$ cat config.mk
export PLATFORM = sky130hd
export DESIGN_NAME = fifo_sp_arbiter
export DESIGN_NICKNAME = d
export VERILOG_FILES = /design/src/rtl/fifo_sp_arbiter.sv
export SDC_FILE = /design/constraint.sdc
export NUM_CORES = 1
export LEC_CHECK = 0
export CAP_MARGIN = 30
export CORE_MARGIN = 4
export CORE_UTILIZATION = 50
export DETAILED_ROUTE_END_ITERATION = 6
export PLACE_DENSITY = 0.74
export SLEW_MARGIN = 10
export SYNTH_ARGS = -nofsm -noshare
export SYNTH_HDL_FRONTEND = slang
export SYNTH_SLANG_ARGS = --single-unit
$ cat constraint.sdc
create_clock -name clk -period 3.7 [get_ports clk]
set_input_delay 0.925 -clock clk [delete_from_list [all_inputs] [get_ports clk]]
set_output_delay 0.925 -clock clk [all_outputs]
set_load 0.005 [all_outputs]
$ cat src/rtl/fifo_sp_arbiter.sv
// FIFO controller for a single-port RAM: arbitrates push/pop requests so that
// at most one RAM access is issued per cycle, and owns the pointers, the
// occupancy count and the full/empty flags. Data muxing lives outside.
module fifo_sp_arbiter #(
  parameter int AW = 8
) (
  input  logic          clk,
  input  logic          arst,
  input  logic          wr_req,
  input  logic          rd_req,
  output logic          wr_ack,
  output logic          rd_ack,
  output logic          mem_en,
  output logic          mem_we,
  output logic [AW-1:0] mem_addr,
  output logic          rd_valid,
  output logic [AW:0]   count,
  output logic          full,
  output logic          empty
);

  // The state names the RAM access being driven this cycle.
  typedef enum logic [1:0] {
    IDLE  = 2'd0,
    WRITE = 2'd1,
    READ  = 2'd2
  } state_e;

  // Remembers which side won the last grant, for tie alternation.
  typedef enum logic {
    GNT_WRITE = 1'b0,
    GNT_READ  = 1'b1
  } grant_e;

  localparam logic [AW:0] DEPTH = {1'b1, {AW{1'b0}}};

  state_e        state_q, state_d;
  grant_e        last_grant_q, last_grant_d;
  logic [AW-1:0] wr_ptr_q, wr_ptr_d;
  logic [AW-1:0] rd_ptr_q, rd_ptr_d;
  logic [AW-1:0] mem_addr_q, mem_addr_d;
  logic [AW:0]   count_q, count_d;
  logic          rd_valid_q, rd_valid_d;

  logic wr_legal;
  logic rd_legal;
  logic wr_gnt;
  logic rd_gnt;

  // Flags come straight from the registered count, so a request only sees
  // occupancy as of the start of the cycle.
  assign full  = (count_q == DEPTH);
  assign empty = (count_q == '0);

  // Pick at most one legal request; on a tie the side that lost last time wins.
  always_comb begin
    wr_legal = wr_req & ~full;
    rd_legal = rd_req & ~empty;
    wr_gnt   = wr_legal & (~rd_legal | (last_grant_q == GNT_READ));
    rd_gnt   = rd_legal & (~wr_legal | (last_grant_q == GNT_WRITE));
  end

  // Next state, pointer, count and RAM address derived from this cycle's grant.
  always_comb begin
    state_d      = IDLE;
    last_grant_d = last_grant_q;
    wr_ptr_d     = wr_ptr_q;
    rd_ptr_d     = rd_ptr_q;
    mem_addr_d   = mem_addr_q;
    count_d      = count_q;
    rd_valid_d   = (state_q == READ);
    if (wr_gnt) begin
      state_d      = WRITE;
      last_grant_d = GNT_WRITE;
      mem_addr_d   = wr_ptr_q;
      wr_ptr_d     = wr_ptr_q + AW'(1);
      count_d      = count_q + (AW+1)'(1);
    end else if (rd_gnt) begin
      state_d      = READ;
      last_grant_d = GNT_READ;
      mem_addr_d   = rd_ptr_q;
      rd_ptr_d     = rd_ptr_q + AW'(1);
      count_d      = count_q - (AW+1)'(1);
    end
  end

  // State register; reset also cancels any access or read return in flight.
  always_ff @(posedge clk) begin
    if (arst) begin
      state_q      <= IDLE;
      last_grant_q <= GNT_READ;
      wr_ptr_q     <= '0;
      rd_ptr_q     <= '0;
      mem_addr_q   <= '0;
      count_q      <= '0;
      rd_valid_q   <= 1'b0;
    end else begin
      state_q      <= state_d;
      last_grant_q <= last_grant_d;
      wr_ptr_q     <= wr_ptr_d;
      rd_ptr_q     <= rd_ptr_d;
      mem_addr_q   <= mem_addr_d;
      count_q      <= count_d;
      rd_valid_q   <= rd_valid_d;
    end
  end

  assign wr_ack   = wr_gnt;
  assign rd_ack   = rd_gnt;
  assign mem_en   = (state_q != IDLE);
  assign mem_we   = (state_q == WRITE);
  assign mem_addr = mem_addr_q;
  assign rd_valid = rd_valid_q;
  assign count    = count_q;

endmodule

==> out/qor.yml <==
run_status:
  status: "finished, final reports clean"
pwr:
  cellLeakagePower_nw: 0.9836
  p_per_area_nw_per_um2: 714.4
  peakVddDrop_uv: 398.1
synthesis:
  synth_flop_cell: "dfxtp_1"
  syn_nets: 255
  synth_seq_area_share_pct: 35.64
  ys_ff_latch: 37
  syn_area_per_cell_um2: 8.659
  synth_cells: 240
  async_reset_ff_share_pct: 0
  ys_types: 54
  synth_edf_count: 0
  synth_area_um2: 2078
  yosys_warnings: 0
critical_path:
  crit_type: "input pin to output pin"
  cp-start-kind: "input pin"
  arrival_ps: 2580
  endpoint_kind: "output pin"
  required_ps: 2770
  crit_path_max_fanout: 10
run:
  drv_cap: 0
detailed_routing:
  drt-wirelength-per-cell_um: 14.72
  viasPerCell: 5.654
  routed_wl_um: 4769
  drt_iter0_drc: 112
  firstDrtPassIters: 4
  drc: 0
  via_count: 1832
  ant_nets: 0
sta:
  fmax_mhz: 285.3
  hold_viol_final: 0
  period_needed_ps: 3505
  fin_crit_sh_pct: 94.74
  rsz0062_at_grt: "no"
  fin_setup_tns_ps: 0
  final_max_slew_viol_count: 0
  worst_pin_slew_ps: 572.0
  fin_worst_skew_ps: 3.849
  setup_viol: 0
  relSlewSlack_pct: 61.55
clock_tree:
  cts_resized: 0
  cts.clk_slew.worst_paths_ps: 70
  root_buffer: "clkbuf_8"
  cts_made_buffers: 5
  clock_latency_ps: 290
  cts_hold_buf: 0
  htreeDepth: 2
  cts_setup_buffers: 0
  cts_tree: "done"
  clk_path_buf_depth: 2
  cts_sinks: 37
cells_and_area:
  regArea_um2: 740.7
  instances_no_fill: 324
  antenna-diode-count: 0
  multi_input_area_um2: 1235
  final_core_util_pct: 63.75
  area_growth_pct: 22.70
  num-fill-cells: 340
  layout-drive-gt1-share_pct: 12.04
  fin_nets: 288
floorplan:
  dieArea_um2: 5252
  rows: 23
  ios: 28
  die_width_um: 72.47
  core_um2: 4000
  die_height_um: 72.47
  initial_core_util_pct: 51.95
grt:
  antenna_found_initial: 0
  grt_start_max_net_pins: 20
  grt_pass1_wl_um: 7948
  grt_use_total_pct: 19.19
  grt_pass1_vias: 1716
  grt.overflow.total: 0
placement:
  dp_hpwl_um: 3441
  io_buffer_count: 27
  dp_cells: 316
  place.gp.congestion: 0.7940
worst_hold_path:
  hp-class: "register to register"
metrics by stage:
stage / instance area, um2 / setup slack (ps) / hold WS [ps] / power, mW
6_report: 2550 / 194.5 / 437.6 / 1.822
2_1_floorplan: 2078 / 872.3 / 405.0 / 1.157
3_3_place_gp: 2430 / 153.3 / 420.0 / 1.443
4_1_cts: 2550 / 191.6 / 439.8 / 1.830
5_1_grt: 2550 / 108.3 / 462.5 / 1.950
3_5_place_dp: 2430 / 91.76 / 423.5 / 1.457
cells in the mapped netlist, types with 2 or more instances:
cell type | number | area, um2
a211oi_1 | 6 | 45.04
a21oi_1 | 13 | 65.06
a311oi_1 | 2 | 17.52
a31o_2 | 2 | 17.52
and2_1 | 2 | 12.51
buf_2 | 3 | 15.01
buf_4 | 2 | 15.01
clkbuf_1 | 5 | 18.77
dfxtp_1 | 37 | 740.7
ha_1 | 10 | 125.1
inv_1 | 11 | 41.29
mux2i_1 | 8 | 80.08
nand2_1 | 15 | 56.30
nand3_1 | 8 | 40.04
nand4_1 | 9 | 56.30
nor2_1 | 34 | 127.6
nor2b_1 | 5 | 31.28
nor3_1 | 4 | 20.02
nor3_2 | 2 | 20.02
nor3b_1 | 4 | 30.03
nor4_1 | 3 | 18.77
nor4_2 | 2 | 25.02
o21ai_0 | 6 | 30.03
o22ai_1 | 3 | 18.77
or3_1 | 2 | 12.51
or4_4 | 2 | 22.52
xnor2_1 | 10 | 87.58
xor2_1 | 4 | 35.03
final timing paths:
kind | startpoint | end | slack, ps | cells past startpoint
min | state_q[0]$_SDFF_PP0_ | rd_valid$_SDFF_PP0_ | 440 | 1
max | rd_req | wr_ack | 190 | 6
max reg2reg | count[0]$_SDFFE_PP0P_ | count[8]$_SDFFE_PP0P_ | 670 | 10
min reg2reg | state_q[0]$_SDFF_PP0_ | rd_valid$_SDFF_PP0_ | 440 | 1
worst max-delay path: stages:
cell and delay, ps:
clkdlybuf4s50_1 590, nor2b_1 250, o21ai_4 120, nand3_4 110
clkinv_4 120, clkdlybuf4s50_1 470
cells by family after synthesis:
| logic type | after synthesis | share of synthesized area, % |
|---|---|---|
| xor gates and xnor gates | 14 | 5.900 |
| and+or+nand+nor | 102 | 26.85 |
| adders and majority gates | 11 | 6.984 |
| muxes | 10 | 4.937 |
| buffers and inverters | 23 | 4.936 |
| AOI/OAI and AO/OA | 43 | 14.75 |
| DFF | 37 | 35.64 |
final cells by class:
class,instances,area share (%)
multi-input combinational,180,48.43
sequential,37,29.05
timing repair buffer,36,13.25
clock buffer,6,3.238
tap,50,2.453
inverter,13,2.110
clock inverter,2,1.472
state kept, by name (all words and copies together), names as in the netlist:
register      cells
count             9
last_grant_q      1
mem_addr          8
state_q           2
wr_ptr_q          8
rd_ptr_q          8
rd_valid          1
cells in the final DEF (no fill, tap or decap), drive strengths merged, types with 2 or more instances in the layout:
| cell type | n |
|---|---|
| and2 | 2 |
| a21oi | 13 |
| ha | 10 |
| clkbuf | 6 |
| nand3 | 10 |
| nor3b | 4 |
| xnor2 | 10 |
| inv | 12 |
| nor4 | 5 |
| nand4 | 9 |
| o22ai | 3 |
| buf | 9 |
| mux2 | 2 |
| a311oi | 2 |
| dfxtp | 37 |
| nor2 | 34 |
| a211oi | 6 |
| xor2 | 4 |
| nand2 | 15 |
| or2 | 2 |
| mux2i | 8 |
| clkdlybuf4s50 | 27 |
| a31o | 2 |
| or4 | 3 |
| nor2b | 5 |
| nor3 | 6 |
| o21ai | 7 |
| or3 | 2 |
report_power, final:
part	switching, mW	internal (mW)	leakage [nW]
clock	0.146	0.219	0.0574
combinational	0.444	0.442	0.623
sequential	0.0964	0.474	0.303
per-layer routing:
layer / GRT usage (%) / vias up / wire length [um]
met3: 3.878 / 2 / 262
met2: 28.51 / 43 / 2103
met5: 0 / - / 0
met4: 5.738 / 0 / 24
li1: - / 927 / -
met1: 27.96 / 860 / 2379
Power figures use the tool's default switching activity.
